[src/rtl/game_flow_pkg.sv]
// Shared definitions for the breakout game flow controller and the renderer status display.
// Holds the GAME_STATE encoding and the default block count.
package game_flow_pkg;

  localparam int unsigned NumBlocksDefault = 72;

  // Encoding is visible on the game_state port and decoded by the renderer.
  typedef enum logic [2:0] {
    StIdle  = 3'd0,
    StServe = 3'd1,
    StPlay  = 3'd2,
    StLost  = 3'd3,
    StWon   = 3'd4
  } game_state_e;

endpackage

[src/rtl/game_flow_controller_block_counter.sv]
// block_counter: serially scans the block-alive vector one bit per cycle and latches the
// alive count once per full pass (every NUM_BLOCKS cycles).
// Ports:
//   clk          system clock
//   reset        synchronous active-high reset
//   restart      reload blocks_left to NUM_BLOCKS and restart the scan at index 0
//   block_state  1 = block alive
//   blocks_left  latched alive-block count
module block_counter
  import game_flow_pkg::*;
#(
  parameter int unsigned NUM_BLOCKS = NumBlocksDefault,
  localparam int unsigned CountW = $clog2(NUM_BLOCKS + 1),
  localparam int unsigned IdxW = (NUM_BLOCKS > 1) ? $clog2(NUM_BLOCKS) : 1
) (
  input  logic                  clk,
  input  logic                  reset,
  input  logic                  restart,
  input  logic [NUM_BLOCKS-1:0] block_state,
  output logic [CountW-1:0]     blocks_left
);

  logic [IdxW-1:0]   idx_q;
  logic [CountW-1:0] acc_q;
  logic [CountW-1:0] blocks_left_q;
  logic              cur_bit;
  logic              last_idx;
  logic [CountW-1:0] acc_sum;

  always_comb begin
    cur_bit  = block_state[idx_q];
    last_idx = (idx_q == IdxW'(NUM_BLOCKS - 1));
    acc_sum  = acc_q + CountW'(cur_bit);
  end

  always_ff @(posedge clk) begin
    if (reset || restart) begin
      idx_q         <= '0;
      acc_q         <= '0;
      blocks_left_q <= CountW'(NUM_BLOCKS);
    end else if (last_idx) begin
      // Final bit of the pass folds straight into the published count.
      blocks_left_q <= acc_sum;
      acc_q         <= '0;
      idx_q         <= '0;
    end else begin
      acc_q <= acc_sum;
      idx_q <= idx_q + IdxW'(1);
    end
  end

  assign blocks_left = blocks_left_q;

endmodule

[src/rtl/game_flow_controller.sv]
// game_flow_controller: game state machine (IDLE/SERVE/PLAY/LOST/WON), lives, serve
// auto-launch timer and physics update pacing for the breakout game.
// Ports:
//   clk, reset        system clock, synchronous active-high reset
//   frame_rendered    one-cycle pulse per rendered frame
//   btn_release       launch/restart button level (already synchronised)
//   sw_pause          freezes physics updates and the serve timer
//   sw_ignore_death   ball loss costs no life
//   ball_lost         one-cycle pulse when the ball passes the paddle
//   block_state       1 = block alive
//   start_update      one-cycle physics update pulse
//   physics_reset     one-cycle pulse restoring paddle, ball and blocks
//   ball_held         ball sits on the paddle
//   lives             remaining lives
//   blocks_left       latched alive-block count
//   game_state        current state encoding
module game_flow_controller
  import game_flow_pkg::*;
#(
  parameter int unsigned NUM_BLOCKS = NumBlocksDefault,
  parameter int unsigned NUM_LIVES = 3,
  parameter int unsigned SERVE_TIMEOUT_FRAMES = 180,
  localparam int unsigned CountW = $clog2(NUM_BLOCKS + 1),
  localparam int unsigned TimerW = $clog2(SERVE_TIMEOUT_FRAMES + 2)
) (
  input  logic                  clk,
  input  logic                  reset,
  input  logic                  frame_rendered,
  input  logic                  btn_release,
  input  logic                  sw_pause,
  input  logic                  sw_ignore_death,
  input  logic                  ball_lost,
  input  logic [NUM_BLOCKS-1:0] block_state,
  output logic                  start_update,
  output logic                  physics_reset,
  output logic                  ball_held,
  output logic [3:0]            lives,
  output logic [CountW-1:0]     blocks_left,
  output logic [2:0]            game_state
);

  game_state_e       state_q, state_d;
  logic [3:0]        lives_q, lives_d;
  logic [TimerW-1:0] timer_q, timer_d;
  logic [TimerW-1:0] timer_inc;
  logic              btn_q;
  logic              start_update_q, start_update_d;
  logic              btn_edge;
  logic              loss;
  logic              frame_tick;
  logic              timeout_hit;
  logic              restart;

  block_counter #(
    .NUM_BLOCKS(NUM_BLOCKS)
  ) u_block_counter (
    .clk         (clk),
    .reset       (reset),
    .restart     (restart),
    .block_state (block_state),
    .blocks_left (blocks_left)
  );

  always_comb begin
    btn_edge    = btn_release & ~btn_q;
    loss        = ball_lost & ~sw_ignore_death;
    frame_tick  = frame_rendered & ~sw_pause;
    timer_inc   = timer_q + TimerW'(1);
    timeout_hit = (SERVE_TIMEOUT_FRAMES != 0) && frame_tick &&
                  (timer_inc == TimerW'(SERVE_TIMEOUT_FRAMES));

    state_d        = state_q;
    lives_d        = lives_q;
    restart        = 1'b0;
    start_update_d = frame_tick && ((state_q == StServe) || (state_q == StPlay));

    // Held at zero outside SERVE so every SERVE entry starts a fresh count.
    timer_d = '0;
    if (state_q == StServe) begin
      timer_d = frame_tick ? timer_inc : timer_q;
    end

    case (state_q)
      StIdle: begin
        if (btn_edge) state_d = StServe;
      end
      StServe: begin
        if (btn_edge || timeout_hit) state_d = StPlay;
      end
      StPlay: begin
        // A loss takes priority over a simultaneous win.
        if (loss) begin
          lives_d = lives_q - 4'd1;
          state_d = (lives_q == 4'd1) ? StLost : StServe;
        end else if (blocks_left == '0) begin
          state_d = StWon;
        end
      end
      StLost, StWon: begin
        if (btn_edge) begin
          state_d = StIdle;
          restart = 1'b1;
          lives_d = 4'(NUM_LIVES);
        end
      end
      default: state_d = StIdle;
    endcase
  end

  always_ff @(posedge clk) begin
    if (reset) begin
      state_q        <= StIdle;
      lives_q        <= 4'(NUM_LIVES);
      timer_q        <= '0;
      btn_q          <= 1'b0;
      start_update_q <= 1'b0;
    end else begin
      state_q        <= state_d;
      lives_q        <= lives_d;
      timer_q        <= timer_d;
      btn_q          <= btn_release;
      start_update_q <= start_update_d;
    end
  end

  assign start_update  = start_update_q;
  assign physics_reset = reset | restart;
  assign ball_held     = (state_q == StIdle) || (state_q == StServe);
  assign lives         = lives_q;
  assign game_state    = state_q;

endmodule

[config.mk]
export PLATFORM = sky130hd
export DESIGN_NAME = game_flow_controller
export DESIGN_NICKNAME = d
export VERILOG_FILES = /design/src/rtl/game_flow_pkg.sv /design/src/rtl/game_flow_controller_block_counter.sv /design/src/rtl/game_flow_controller.sv
export SDC_FILE = /design/constraint.sdc
export NUM_CORES = 1
export LEC_CHECK = 0
export BUFFER_PORTS_ARGS = -buffer_cell sky130_fd_sc_hd__buf_2
export CAP_MARGIN = 20
export CORE_MARGIN = 2
export CORE_UTILIZATION = 25
export CTS_BUF_LIST = sky130_fd_sc_hd__clkbuf_2 sky130_fd_sc_hd__clkbuf_4 sky130_fd_sc_hd__clkbuf_8
export DETAILED_ROUTE_END_ITERATION = 10
export PLACE_DENSITY = 0.49
export SYNTH_ARGS = -nofsm -noshare
export SYNTH_HDL_FRONTEND = slang
export SYNTH_SLANG_ARGS = --single-unit
[constraint.sdc]
create_clock -name clk -period 4 [get_ports clk]
set_clock_uncertainty 0.15 [all_clocks]
set_input_delay 0.4 -clock clk [delete_from_list [all_inputs] [get_ports clk]]
set_output_delay 0.4 -clock clk [all_outputs]
set_load 0.03 [all_outputs]
* Word level (Yosys, flattened, before mapping) *
Cells that the tools add are included.

word-level totals
  register bits after elaboration = 38
  input port bits = 79
  output and inout port bits = 17

cells by class
  $add $sub $neg = 4
  $lt $le $gt $ge = 1
  equal/unequal tests = 12
  multiplexer cells = 14
  bitwise gates (word level) = 8
  reductions and logical operators = 14

operators by type and width
  kind                 count
  $mux 3               5
  $pmux 3 s4           1
  $add 8x1->8 const B  1
  $eq 8x8->1 const B   1
  $lt 7x8->1 const B   1
  $mux 4               2
  $pmux 4 s2           1
  $add 7x1->7          1
  $add 7x1->7 const B  1
  $bmux 1 s7           1
  $eq 7x7->1 const B   1
  $logic_not 7->1      1
  $eq 3x2->1 const B   2
  $ne 2x2->1 const B   3
  $reduce_or 2->1      3
  $eq 4x1->1 const B   1
  $logic_or 1x1->1     4
  $not 1->1            4
  $reduce_and 4->1     1
  $sub 4x1->4 const B  1
  $and 1x1->1          3
  $eq 3x1->1 const B   1
  $eq 3x3->1 const B   1
  $logic_not 3->1      1
  8 further kinds      11

* Longest topological paths before layout *
Gate-level depths: netlist of the first run.

  depth in word-level cells = 6
  depth in mapped cells = 12

* By module *
Synthesis of the first run repeated with hierarchy kept, for this count alone.

second synthesis, totals
  cell total of the unflattened synthesis = 265
  area, all modules = 2,466.1 um2

by module, submodules not included
  module                instances  cells an instance  area each (um2)  seq. area each (um2)
  block_counter         1          146                1,498.9          420.4
  game_flow_controller  1          119                967.2            340.3

* Worst setup path before layout of the first run *
No wires, ideal clock.

  kind = register to register
  from = register u_block_counter.idx_q[0]
  to = register u_block_counter.blocks_left_q[6], in the netlist u_block_counter.blocks_left[6]
  arrival time = 2.508 ns
  setup slack = 1.195 ns
  stages on the path, launching flop included = 11
  path buffers = 1
  period minus slack after synthesis = 2.805 ns
  cell sequence = dfxtp_1 > buf_6 > mux4_1 > mux2_2 > a2111oi_2 > o41ai_1 > ha_1 > ha_1 > nand3_1 > xor2_1 > o211ai_1

between the ends
  longest elaborated chain between the ends = 3
  elaborated cells on any way between the ends = 4

ends and longest elaborated chain
  what                          line                                      text
  from (decl)                   game_flow_controller_block_counter.sv:23  logic [IdxW-1:0] idx_q;
  from (signal assigned)        game_flow_controller_block_counter.sv:48  idx_q <= idx_q + IdxW'(1);
  $bmux 1 s7                    game_flow_controller_block_counter.sv:31  cur_bit = block_state[idx_q];
  $mux 1 (implied by the code)  game_flow_controller_block_counter.sv:31
  $add 7x1->7                   game_flow_controller_block_counter.sv:33  acc_sum = acc_q + CountW'(cur_bit);
  to (signal assigned)          game_flow_controller_block_counter.sv:40  blocks_left_q <= CountW'(NUM_BLOCKS);
  to (signal assigned)          game_flow_controller_block_counter.sv:43  blocks_left_q <= acc_sum;
  to (decl)                     game_flow_controller_block_counter.sv:25  logic [CountW-1:0] blocks_left_q;

Parallel ways exist; a longest one is shown, timed or not. The select of a mux whose other input is x is not followed.
A chain may end at the register's enable or synchronous reset.

* Worst setup path after layout of the first run *
Same ends and word-level chain as after synthesis.

==> results of run 1 <==
final timing paths:
kind | startpoint | end | slack (ns)
setup / recovery | u_block_counter.idx_q[0] | u_block_counter.blocks_left[6] | 0.74
hold reg to reg | u_block_counter.blocks_left[0] | u_block_counter.blocks_left[0] | 0.32
setup reg to reg | u_block_counter.idx_q[0] | u_block_counter.blocks_left[6] | 0.74
hold / removal | reset | btn_q | 0.19
layout make-up:
type,instances,area [µm²],area share
clock buffer,5,68.8,0.0219
clock inverter,3,45.0,0.0143
inverter,4,15.0,0.00478
multi-input combinational,200,1580,0.504
sequential,38,761,0.242
tap,129,161,0.0514
timing repair buffer,99,505,0.161
sequential cells by signal (all words and copies together) (netlist names):
name	flops
start_update	1
u_block_counter.idx_q	7
game_state	3
btn_q	1
lives	4
u_block_counter.acc_q	7
timer_q	8
u_block_counter.blocks_left	7
stage by stage:
stage,instance area [µm²],instances,utilization
CTS,3140,478,0.337
finish,3140,478,0.337
global route,3140,478,0.337
floorplan,2430,257,-
global placement,3030,470,0.324
detailed placement,3030,470,0.324
power breakdown:
part           switching [W]  total, W  internal, W
logic              0.0000803  0.000186     0.000106
registers          0.0000219  0.000412     0.000390
clock network       0.000140  0.000326     0.000185
total               0.000242  0.000924     0.000681
worst reg2reg max path, cell delays in order (launching register included):
cell and delay [ns]:
dfxtp_1 0.69, mux4_1 0.62, mux2_2 0.28, a2111oi_2 0.35, o41ai_1 0.15, ha_1 0.23, ha_1 0.23, nand3_1 0.10
xor2_1 0.22, o211ai_1 0.11
cells in the mapped netlist, drive strengths merged:
cell type	number	area share
dfxtp	38	0.31
nor2	34	0.053
mux4	17	0.17
nand2	17	0.026
nand3	15	0.031
xor2	14	0.050
a21oi	11	0.023
nand2b	9	0.023
buf	8	0.019
xnor2	8	0.029
clkbuf	7	0.011
ha	7	0.036
nor2b	7	0.018
and3	6	0.015
nor3	6	0.012
mux2i	5	0.021
nand3b	5	0.015
o21ai	5	0.010
a211oi	4	0.012
inv	4	0.0062
mux2	3	0.014
nor4b	3	0.011
or3b	3	0.011
a2111oi	2	0.0098
o211ai	2	0.0062
or3	2	0.0051
or4	2	0.0062
a21o	1	0.0031
a221oi	1	0.0036
a22oi	1	0.0031
a31oi	1	0.0026
a41oi	1	0.0036
and4	1	0.0036
nand4	1	0.0026
nor4	1	0.0026
nor4bb	1	0.0041
o2111a	1	0.0046
o311ai	1	0.0036
o41ai	1	0.0036
or2	1	0.0026
layer usage:
layer  wire [µm]  share of wire
met1        2790           0.45
met5           0              0
met4          66          0.011
met2        3100           0.50
met3         216          0.035
cell families (layout without fill, tap and decap cells):
group	Yosys count	count (layout)	synth area share
AO/OA/AOI/OAI	32	32	0.0891
XOR/XNOR	22	22	0.0793
adder cells (fa/ha/maj)	7	7	0.0360
buffers and inverters	19	111	0.0355
flip-flops	38	38	0.313
multiplexers	25	25	0.204
AND/OR/NAND/NOR	114	114	0.243
placed cells by master, fill, tap and decap left out, types with 2 or more instances in the layout:
master	count
mux2i_1	5
nor2_1	34
o21ai_0	5
buf_2	95
buf_4	4
clkinvlp_4	2
dfxtp_1	38
a21oi_1	11
mux4_1	8
clkbuf_8	5
inv_1	3
a211oi_1	4
mux4_2	9
nand2b_1	9
nand2_1	17
xnor2_1	8
nand3_1	15
or3b_2	3
mux2_2	3
or3_1	2
nor3_1	6
or4_1	2
and3_1	6
ha_1	7
o211ai_1	2
nor2b_1	7
nor4b_1	3
nand3b_1	5
xor2_1	14
==> results.cfg, run 1 <==
[run_status]
outcome = finished, final reports clean

[timing]
slew_headroom = 0.548
setup_viol = 0
finalMaxSlewViolations = 0
rsz0062_at_grt = no
post-route-period-util = 0.816
tightest_slew_ns = 0.676
final_hold_viol_count = 0
clock.fmax_ghz = 0.306
finalWorstSetupSlack_ns = 0.735
period_needed_ns = 3.26
setup-tns-final_ns = 0
hold_ws_ns = 0.188

[synth]
syn-num-nets = 343
synth-seq-cells = 38
synth.distinct_cells = 45
synth.yosys.seq_area_share = 0.313
syn_area_um2 = 2430
syn-mean-instance-area_um2 = 9.45
ys_warn_count = 0
syn-instance-count = 257

[setup_path]
worstSetupStartpointType = register
rr_worst_depth = 9
crit_family = multiplexers
worstSetupPathType = reg2reg
cp_num_buf_inv = 0
worstPathRequired_ns = 4.01
cp_max_fo = 12
end_kind = register
cpMostUsedCell = ha_1
crit_arrival_ns = 3.28
max_stage_delay_ns = 0.69
cp_cell_sequence = mux4_1 > mux2_2 > a2111oi_2 > o41ai_1 > ha_1 > ha_1 > nand3_1 > xor2_1 > o211ai_1
crit_cells = 9
cp_slowest_cell = dfxtp_1

[grt]
antenna_found_initial = 0
met2_usage = 0.214
overflow = 0
track_usage = 0.121
grt_max_degree = 17
grt_use_met3 = 0.0224
grt_pass1_wl_um = 10200
top_usage_layer = met2
met1_usage = 0.155
grt_pass1_vias = 2190

[power]
leakage_nw = 1.29
irDropWorstVdd_v = 0.000133
power.total_w = 0.000924
power-per-cell-area_nw_per_um2 = 294

[routing]
drt_iter0_markers = 60
drc = 0
routed-via-count = 2173
avgViaCountPerCell = 4.55
drtPass1Iterations = 4
ant_nets = 0
totalWireLength_um = 6170
routedWlPerCell_um = 12.9

[cts]
cts_buffers = 5
cts.repair.resized = 0
clk_latency_ns = 0.29
cts_setup_buffers = 0
clockBufferDepth = 2
cts.sinks = 38
clock-root-buffer = clkbuf_8
htreeDepth = 2
cts_tree = yes
hold_buffers = 0
clk_pin_slew_worst_paths_ns = 0.08

[finish]
drive_gt1_frac = 0.358
areaGrowthSynthToFinish_pct = 29.2
nets = 434
fill_cells = 983
diodes = 0

[run]
max_cap_violations = 0

[die]
pin_count = 96
row_count = 35
die_x_um = 103
core-area_um2 = 9330
initial_core_util = 0.260
dieArea_um2 = 10500
die_h_um = 103

[placed_design]
place_hpwl_um = 4870
routabilityCongestion = 0.781
portBuffers = 95
place_worst_setup_slack_ns = 0.690

[min_path]
whs_path_depth = 2
hold_class = in2reg
Power figures use the tool's default switching activity.
==> run 2: changes to the inputs <==
--- a/config.mk
+++ b/config.mk
@@ -11,7 +11,7 @@
 export CORE_UTILIZATION = 25
 export CTS_BUF_LIST = sky130_fd_sc_hd__clkbuf_2 sky130_fd_sc_hd__clkbuf_4 sky130_fd_sc_hd__clkbuf_8
 export DETAILED_ROUTE_END_ITERATION = 10
-export PLACE_DENSITY = 0.49
+export PLACE_DENSITY = 0.5
 export SYNTH_ARGS = -nofsm -noshare
 export SYNTH_HDL_FRONTEND = slang
 export SYNTH_SLANG_ARGS = --single-unit
==> constraint.sdc (replaced) <==
create_clock -name clk -period 2.69 [get_ports clk]
set_clock_uncertainty 0.15 [all_clocks]
set_input_delay 0.269 -clock clk [delete_from_list [all_inputs] [get_ports clk]]
set_output_delay 0.269 -clock clk [all_outputs]
set_load 0.03 [all_outputs]
==> results.cfg, run 2 (synthesized netlist as in run 1, its figures left out) <==
[power]
power-per-cell-area_nw_per_um2 = 427
irDropWorstVdd_v = 0.000240
leakage_nw = 1.38

[timing]
slew_headroom = 0.677
clock.fmax_ghz = 0.357
finalMaxSlewViolations = 0
setup_viol = 8
post-route-period-util = 1.04
final_hold_viol_count = 0
rsz0062_at_grt = yes
tightest_slew_ns = 0.478
period_needed_ns = 2.80
finalWorstSetupSlack_ns = -0.107

[routing]
ant_nets = 0
drc = 0
drt_iter0_markers = 55
wl_met1_um = 2810
wl_met2_um = 3200
routed-via-count = 2274
totalWireLength_um = 6310
drtPass1Iterations = 4
met3_length_um = 178
top_layer = met4
avgViaCountPerCell = 4.61
routedWlPerCell_um = 12.8

[finish]
layout_commonest_cell = buf_2
finalNonFillerCells = 493
most-common-layout-cells = 95 x buf_2, 35 x dfxtp_1, 33 x nor2_1
nets = 450
largest_reg_flops = 8
areaGrowthSynthToFinish_pct = 39.8
regMostFlops = timer_q
final_util = 0.364
diodes = 0
drive_gt1_frac = 0.445

[grt]
grt_max_degree = 15
grt_pass1_vias = 2240
track_usage = 0.123
grt_pass1_wl_um = 10200
antenna_found_initial = 0
overflow = 0

[placed_design]
place_hpwl_um = 4810
placed_cells_incl_taps = 482
routabilityCongestion = 0.808
portBuffers = 95

[setup_path]
worstPathRequired_ns = 2.72
r2r-end = u_block_counter.blocks_left[4]
worstSetupStartpointType = register
worstSetupPathType = reg2reg
rr_startpoint = u_block_counter.idx_q[0]
rr_worst_depth = 10
end_kind = register
cp_max_fo = 7
r2r_slack_ns = -0.11
crit_arrival_ns = 2.82

[cts]
cts_buffers = 5
clk_latency_ns = 0.29
cts.sinks = 38
clock-root-buffer = clkbuf_8
cts_tree = yes
htreeDepth = 2
clockBufferDepth = 2
clk_pin_slew_worst_paths_ns = 0.08

[die]
dieArea_um2 = 10500
die_x_um = 103
row_count = 35
core-area_um2 = 9330
pin_count = 96
die_h_um = 103
initial_core_util = 0.260

[min_path]
min_delay_worst_endpoint = btn_q
whs_path_depth = 2
hp-start = reset
hold_class = in2reg

[run]
max_cap_violations = 0

[run_status]
violations = setup timing
outcome = finished, violations left
## run 2: metrics by stage
stage / TNS (ns) / hold slack (ns) / instance area, µm² / power [W] / setup WS, ns
after floorplan: 0 / 0.191 / 2430 / 0.000813 / 0.00128
after global placement: -3.15 / 0.308 / 3140 / 0.000936 / -0.374
after detailed placement: -3.60 / 0.316 / 3140 / 0.000936 / -0.410
after CTS: -0.419 / 0.0331 / 3310 / 0.00146 / -0.111
after global routing: -2.00 / 0.0694 / 3400 / 0.00152 / -0.245
final: -0.461 / 0.0590 / 3400 / 0.00145 / -0.107
## run 2: worst max path at each step
stage	from	endpoint	slack (ns)	cells after the start
5_1_grt	u_block_counter.idx_q[0]	u_block_counter.blocks_left[6]	-0.25	11
2_1_floorplan	u_block_counter.idx_q[0]	u_block_counter.blocks_left[6]	0.001	12
4_1_cts	u_block_counter.idx_q[0]	u_block_counter.blocks_left[6]	-0.11	10
3_5_place_dp	u_block_counter.idx_q[0]	u_block_counter.blocks_left[6]	-0.41	11
6_report	u_block_counter.idx_q[0]	u_block_counter.blocks_left[4]	-0.11	10
3_3_place_gp	u_block_counter.idx_q[0]	u_block_counter.blocks_left[6]	-0.37	11
## run 2: worst max-delay path, cell delays in order, from the launching register on
cell	delay, ns
dfxtp_4	0.41
buf_4	0.14
mux4_2	0.49
mux2_4	0.30
a2111oi_4	0.29
o41ai_2	0.13
ha_2	0.23
ha_4	0.18
nand3_1	0.09
xor2_1	0.18
a211oi_1	0.09
## run 2: timing repair
action	4_1_cts	5_1_grt
resized for setup	13	12
endpoints found under the hold margin	0	0
pin swaps	12	7
cloned	0	0
hold buffers	0	0
setup endpoints to repair	14	13
buffers inserted	2	2
## run 2: cell type report
class,instances,area (µm²)
Tap cell,129,161
Sequential cell,38,767
Timing Repair Buffer,115,662
Clock inverter,1,30.0
Clock buffer,6,82.6
Inverter,4,15.0
Multi-Input combinational cell,200,1680
Fill cell,960,5930
## run 2: power breakdown
part           switching [W]  internal, W  leakage, nW
logic               0.000149     0.000199         1.01
clock network       0.000196     0.000297       0.0573
registers          0.0000271     0.000581        0.309
## run 2: routing by layer
layer / GRT usage / vias to the layer above
li1: - / 1145
met5: 0 / -
met4: 0.0554 / 0
met2: 0.213 / 42
met1: 0.153 / 1079
met3: 0.0156 / 8
